File: src/rtl/riscv_mem_pkg.sv
// Shared types and defaults for the instruction/data memory arbiter.
package riscv_mem_pkg;

    localparam int DEF_ADDR_W = 32;
    localparam int DEF_DATA_W = 32;
    localparam int MASK_W     = DEF_DATA_W / 8;

    // Tags which port owns the read whose data arrives this cycle.
    typedef enum logic [1:0] {
        RD_IDLE = 2'd0,
        RD_IF   = 2'd1,
        RD_DM   = 2'd2
    } rd_tag_t;

endpackage

File: src/rtl/riscv_arb_wait_cnt.sv
// Saturating counter of consecutive cycles that fetch was denied.
module riscv_arb_wait_cnt #(
    parameter int MAX_WAIT = 4
) (
    input  logic clk_in,
    input  logic rst_in,
    input  logic inc,
    input  logic clr,
    output logic sat
);

    logic [3:0] cnt;

    // Clear wins over increment; hold once the limit is reached.
    always_ff @(posedge clk_in or posedge rst_in) begin
        if (rst_in)
            cnt <= 4'd0;
        else if (clr)
            cnt <= 4'd0;
        else if (inc && cnt != 4'(MAX_WAIT))
            cnt <= cnt + 4'd1;
    end

    assign sat = (cnt == 4'(MAX_WAIT));

endmodule

File: src/rtl/riscv_mem_arbiter.sv
// Shares one single-port synchronous RAM between fetch and data ports.
// Data has priority; fetch wins once it has been denied MAX_WAIT cycles.
module riscv_mem_arbiter
    import riscv_mem_pkg::*;
#(
    parameter int ADDR_W   = DEF_ADDR_W,
    parameter int DATA_W   = DEF_DATA_W,
    parameter int MAX_WAIT = 4
) (
    input  logic                  clk_in,
    input  logic                  rst_in,
    input  logic                  if_req_in,
    input  logic [ADDR_W-1:0]     if_addr_in,
    output logic                  if_gnt_out,
    output logic                  if_rvalid_out,
    output logic [DATA_W-1:0]     if_rdata_out,
    input  logic                  dm_req_in,
    input  logic                  dm_we_in,
    input  logic [ADDR_W-1:0]     dm_addr_in,
    input  logic [DATA_W-1:0]     dm_wdata_in,
    input  logic [DATA_W/8-1:0]   dm_mask_in,
    output logic                  dm_gnt_out,
    output logic                  dm_rvalid_out,
    output logic [DATA_W-1:0]     dm_rdata_out,
    output logic                  mem_en_out,
    output logic                  mem_we_out,
    output logic [ADDR_W-1:0]     mem_addr_out,
    output logic [DATA_W-1:0]     mem_wdata_out,
    output logic [DATA_W/8-1:0]   mem_mask_out,
    input  logic [DATA_W-1:0]     mem_rdata_in
);

    logic    wait_sat;
    logic    if_win;
    logic    dm_win;
    rd_tag_t state_q;
    rd_tag_t state_d;

    // Grants are forced low while reset is held.
    assign if_win = !rst_in && if_req_in && (!dm_req_in || wait_sat);
    assign dm_win = !rst_in && dm_req_in && !(if_req_in && wait_sat);

    assign if_gnt_out = if_win;
    assign dm_gnt_out = dm_win;

    riscv_arb_wait_cnt #(.MAX_WAIT(MAX_WAIT)) u_wait_cnt (
        .clk_in (clk_in),
        .rst_in (rst_in),
        .inc    (if_req_in && !if_win),
        .clr    (if_win || !if_req_in),
        .sat    (wait_sat)
    );

    // Route the winner onto the memory bus; idle bus is all zeros.
    always_comb begin
        mem_en_out    = 1'b0;
        mem_we_out    = 1'b0;
        mem_addr_out  = '0;
        mem_wdata_out = '0;
        mem_mask_out  = '0;
        if (dm_win) begin
            mem_en_out    = 1'b1;
            mem_we_out    = dm_we_in;
            mem_addr_out  = dm_addr_in;
            mem_wdata_out = dm_wdata_in;
            mem_mask_out  = dm_we_in ? dm_mask_in : '0;
        end else if (if_win) begin
            mem_en_out   = 1'b1;
            mem_addr_out = if_addr_in;
        end
    end

    // Read-tag register; reset discards any read in flight.
    always_ff @(posedge clk_in or posedge rst_in) begin
        if (rst_in)
            state_q <= RD_IDLE;
        else
            state_q <= state_d;
    end

    // Next tag depends only on this cycle's grant, so reads can issue back to back.
    always_comb begin
        state_d = RD_IDLE;
        if (if_win)
            state_d = RD_IF;
        else if (dm_win && !dm_we_in)
            state_d = RD_DM;
    end

    assign if_rvalid_out = (state_q == RD_IF);
    assign dm_rvalid_out = (state_q == RD_DM);
    assign if_rdata_out  = if_rvalid_out ? mem_rdata_in : '0;
    assign dm_rdata_out  = dm_rvalid_out ? mem_rdata_in : '0;

endmodule

File: config.mk
export PLATFORM = sky130hd
export DESIGN_NAME = riscv_mem_arbiter
export DESIGN_NICKNAME = d
export VERILOG_FILES = /design/src/rtl/riscv_mem_pkg.sv /design/src/rtl/riscv_arb_wait_cnt.sv /design/src/rtl/riscv_mem_arbiter.sv
export SDC_FILE = /design/constraint.sdc
export NUM_CORES = 1
export LEC_CHECK = 0
export ABC_AREA = 1
export BUFFER_PORTS_ARGS = -buffer_cell sky130_fd_sc_hd__buf_4
export CORE_AREA = 2 2 106 108
export DETAILED_ROUTE_END_ITERATION = 7
export DIE_AREA = 0 0 108 110
export PLACE_DENSITY_LB_ADDON = 0.2
export SLEW_MARGIN = 20
export SYNTH_ARGS = -nofsm -noshare
export SYNTH_HDL_FRONTEND = slang
export SYNTH_HIERARCHICAL = 1
export SYNTH_SLANG_ARGS = --single-unit
File: constraint.sdc
create_clock -name clk_in -period 2.1 [get_ports clk_in]
set_input_delay 0.525 -clock clk_in [delete_from_list [all_inputs] [get_ports clk_in]]
set_output_delay 0.525 -clock clk_in [all_outputs]
set_load 0.1 [all_outputs]
# Word-level counts from Yosys, hierarchy flattened
# Cells that the tools add are included.
[op_classes]
eq_ne = 4
reduce_logical = 17
add_sub_neg = 1
muxes = 14
[op_table]
columns = ["operator", "n"]
rows = [
  ["$mux W32", 5],
  ["$mux W4", 4],
  ["$logic_and A1 B1 Y1", 8],
  ["$logic_not A1 Y1", 6],
  ["$add A4 B1 Y4 const B", 1],
  ["$eq A4 B3 Y1 const B", 1],
  ["$mux W2", 2],
  ["$ne A4 B3 Y1 const B", 1],
  ["$mux W1", 3],
  ["$eq A2 B1 Y1 const B", 1],
  ["$eq A2 B2 Y1 const B", 1],
  ["$logic_or A1 B1 Y1", 2],
  ["$reduce_bool A2 Y1", 1],
]
[totals]
regBits = 6
input_bits = 137
elab_cells = 38
output_inout_bits = 138

# Depth between registers and ports, before layout
[logic_depth]
depth_word = 8
depth_mapped = 14
depth_no_buf = 14

# Hierarchy
# Netlist, hierarchy kept.
[modules_own_cells]
columns = ["module", "cells_per_inst", "n_inst", "seq_area_each_um2", "area_each_um2"]
rows = [
  ["riscv_mem_arbiter", 313, 1, 50.0, 1383.8],
  ["riscv_arb_wait_cnt", 33, 1, 100.1, 256.5],
]

# Least setup slack after synthesis
# OpenSTA, ideal clock, no wires.
[synth_timing]
path_kind = "reg-to-output"
from = "reg state_q[1]"
to = "out if_rdata_out[10]"
required_time_ns = 1.575
arrival_ns = 3.431
setup_slack_ns = -1.856
n_path_buf = 1
path_stages_with_launch = 5
path_cell_list = "dfrtp_1 nor2_1 inv_1 buf_2 nor2_1"
[synth_between]
elab_chain_len = 2
[synth_rtl]
columns = ["item", "line", "text"]
rows = [
  ["start, declared", "riscv_mem_arbiter.sv:36", "rd_tag_t state_q;"],
  ["start signal, assigned", "riscv_mem_arbiter.sv:78", "state_q <= state_d;"],
  ["$eq A2 B1 Y1", "riscv_mem_arbiter.sv:90", "assign if_rvalid_out = (state_q == RD_IF);"],
  ["via if_rvalid_out", "riscv_mem_arbiter.sv:15", "output logic if_rvalid_out,"],
  ["$mux W32", "riscv_mem_arbiter.sv:92", "assign if_rdata_out = if_rvalid_out ? mem_rdata_in : '0;"],
  ["end, declared", "riscv_mem_arbiter.sv:16", "output logic [DATA_W-1:0] if_rdata_out,"],
]
# The timed path passes the listed nets, and every way through them passes these cells.

# Final worst setup path
[layout_timing]
from = "reg u_wait_cnt.cnt[1]"
to = "out mem_addr_out[8]"
[layout_between]
elab_chain_len = 5
word_cells_on_any_way = 8
classes_between = "eq/ne (1); mux (2); reduce/logical (5)"
[layout_rtl]
columns = ["item", "line", "text"]
rows = [
  ["start, declared", "riscv_arb_wait_cnt.sv:12", "logic [3:0] cnt;"],
  ["start signal, assigned", "riscv_arb_wait_cnt.sv:21", "cnt <= cnt + 4'd1;"],
  ["$eq A4 B3 Y1 *", "riscv_arb_wait_cnt.sv:24", "assign sat = (cnt == 4'(MAX_WAIT));"],
  ["via wait_sat", "riscv_mem_arbiter.sv:33", "logic wait_sat;"],
  ["$logic_or A1 B1 Y1 or $logic_and A1 B1 Y1 (tied branches)", "riscv_mem_arbiter.sv:40, riscv_mem_arbiter.sv:41", ""],
  ["$logic_and A1 B1 Y1 or $logic_not A1 Y1 (tied branches)", "riscv_mem_arbiter.sv:40, riscv_mem_arbiter.sv:41", ""],
  ["$mux W32 or $logic_and A1 B1 Y1 (tied branches)", "riscv_mem_arbiter.sv:67, riscv_mem_arbiter.sv:41", ""],
  ["$mux W32 *", "riscv_mem_arbiter.sv:61", "if (dm_win) begin"],
  ["end, declared", "riscv_mem_arbiter.sv:27", "output logic [ADDR_W-1:0] mem_addr_out,"],
]
# Mark *: on every way through the listed nets, which the timed path passes. The rest lies on a longest branch.

==> results.tsv <==
metric	value	unit
vias_per_cell	4.23	
holdBufCountCts	0	
worst_setup_path_start_kind	flip-flop	
rrSetupSlack	0.25	ns
netlist_top_cells_area	nor2_1, inv_1, nand4_1	
initial_utilization	15.3	%
tritoncts	done	
p_total	2.08	mW
hpwl	8120	µm
final_hold_viol_count	0	
htree_levels	1	
dr.first_iter.drc_count	151	
grt_usage	15.8	%
cp_slowest_stage_delay	0.39	ns
period_minus_slack	2.29	ns
synth_cells	346	
crit_slowest_cell	dfrtp_1	
synthesis.nets	485	
critical_path_required	1.57	ns
irDropWorstVdd	0.190	mV
fin_skew	0.00302	ns
rsz0062_at_grt	yes	
via_count	3226	
drv_slew	0	
ys_seq_area_share	9.15	%
clock_sinks	6	
rows	38	
dieArea	11900	µm²
path_class	flip-flop to primary output	
worstHoldPathType	primary input to async pin	
crit_path_max_fanout	7	
cpMostUsedCell	nand2_4	
nets	764	
place.port_buffers	274	
instances_no_fill	763	
place.gp.congestion	0.777	
arrival	1.77	ns
clock_latency	0.23	ns
finalCritPeriodShare	109	%
syn_avg_cell_area	4.74	µm²
core_area	10700	µm²
routed_wl	10800	µm
synth_seq_cells	6	
clkSlewWorstSetupHoldPaths	0.04	ns
finalSetupViolations	72	
setup_tns	-11.09	ns
cap_violations	0	
slew_headroom	67.6	%
status	finished with violations	
synthesis.area	1640	µm²
holdWs	0.216	ns
dp.cells	752	
syn_to_final_growth	264	%
antenna_cells	0	
overflow	0	
grt_max_degree	33	
cellLeakagePower	2.96	nW
detail_route.wl_per_cell	14.1	µm
fp.dieH	110	µm
cp_num_buf_inv	4	
timing.fmax	0.436	GHz
drt-pass1-iter-count	4	
drive_above_1_share	70.6	%
synth_cell_types	15	
clock-root-buffer	clkbuf_8	
die_width	108	µm
pin_count	275	
max_slew.worst_pin.slew	0.486	ns
path_cells	inv_2, ha_4, nand2_4, nor2_4, inv_2, nand2_4, clkbuf_16, nand3_2, nand2_4, buf_12	
worst_slack	-0.193	ns
violations	setup timing	
critPathCaptureType	primary output	
cts_buffer_depth	2	
power-per-cell-area	348	nW/µm²
layout_commonest_cell	buf_4	
grt_pass1_vias	3183	
antenna_left	0	
antenna_found_initial	0	
synth_top_cell_area_share	23.6	%
synth_area_leader_cell	nor2_1	
cp_top_family	buffers and inverters	
drcViolationCount	0	
synth_warnings	6	
grt_pass1_wl	15100	µm
cts_buffers	3	
layout_common_cells	buf_4, buf_12, inv_1, nor2_4, nand4_1	
-- final cells by class --
class | instances | area, µm²
repair buffers | 300 | 3330
fillers | 955 | 4730
multi-input cells | 234 | 1960
well taps | 140 | 175
clock buffers | 3 | 41.3
inverters | 80 | 315
flip-flops and latches | 6 | 150
-- per-layer routing --
| layer | global-route usage (%) | routed length [µm] |
|---|---|---|
| met4 | 2.47 | 72 |
| met5 | 0 | 0 |
| met1 | 15.3 | 3480 |
| met2 | 32.7 | 6140 |
| met3 | 5.11 | 1090 |
-- logic make-up (layout without fill, tap and decap cells) --
logic type	count (synthesis)	in the layout	synth area share (%)
buf+inv	106	383	26.7
compound gates	3	3	0.915
simple gates	229	229	61.7
flops	6	6	9.15
fa+ha+maj	2	2	1.53
-- stage by stage --
stage	util (%)	setup WS (ns)	cell area, µm²
after floorplan	-	-0.411	2550
after global placement	44.7	-0.0298	4780
after detailed placement	44.7	-0.0467	4780
after CTS	53.4	-0.197	5710
after global routing	55.8	-0.269	5970
final	55.8	-0.193	5970
-- report_power, final --
part | internal (mW) | leakage (nW) | switching [mW] | total (mW)
registers | 0.121 | 0.0817 | 0.00303 | 0.124
logic | 0.626 | 2.86 | 1.16 | 1.78
clock network | 0.123 | 0.0216 | 0.0521 | 0.175
-- synth_stat cells (all sizes together) --
| master | number |
|---|---|
| nor2 | 107 |
| or2 | 1 |
| nand2 | 50 |
| nand3 | 36 |
| buf | 26 |
| nand4 | 35 |
| inv | 80 |
| ha | 2 |
| dfrtp | 6 |
| o21ai | 3 |
-- what timing repair did --
item / 4_1_cts / 5_1_grt
pin swaps: 0 / 5
buffers inserted: 0 / 3
setup endpoints to repair: 104 / 100
gates cloned: 0 / 5
hold endpoints to repair: 0 / 0
gates resized for setup: 214 / 28
-- final timing paths --
kind | cells past startpoint | start | endpoint
worst max register to register | 15 | u_wait_cnt/cnt[1]$_DFFE_PP0P_ | u_wait_cnt/cnt[3]$_DFFE_PP0P_
worst min-delay path | 2 | rst_in | u_wait_cnt/cnt[0]$_DFFE_PP0P_
max in group asynchronous | 3 | rst_in | state_q[1]$_DFF_PP0_
worst min register to register | 2 | u_wait_cnt/cnt[1]$_DFFE_PP0P_ | u_wait_cnt/cnt[1]$_DFFE_PP0P_
min in group clk_in | 2 | dm_we_in | state_q[1]$_DFF_PP0_
worst max-delay path | 10 | u_wait_cnt/cnt[1]$_DFFE_PP0P_ | mem_addr_out[8]
-- registers in the layout, indices dropped and copies added, names as in the netlist --
register / flops
state_q: 2
u_wait_cnt/cnt: 4
(Power assumes the default switching activity.)
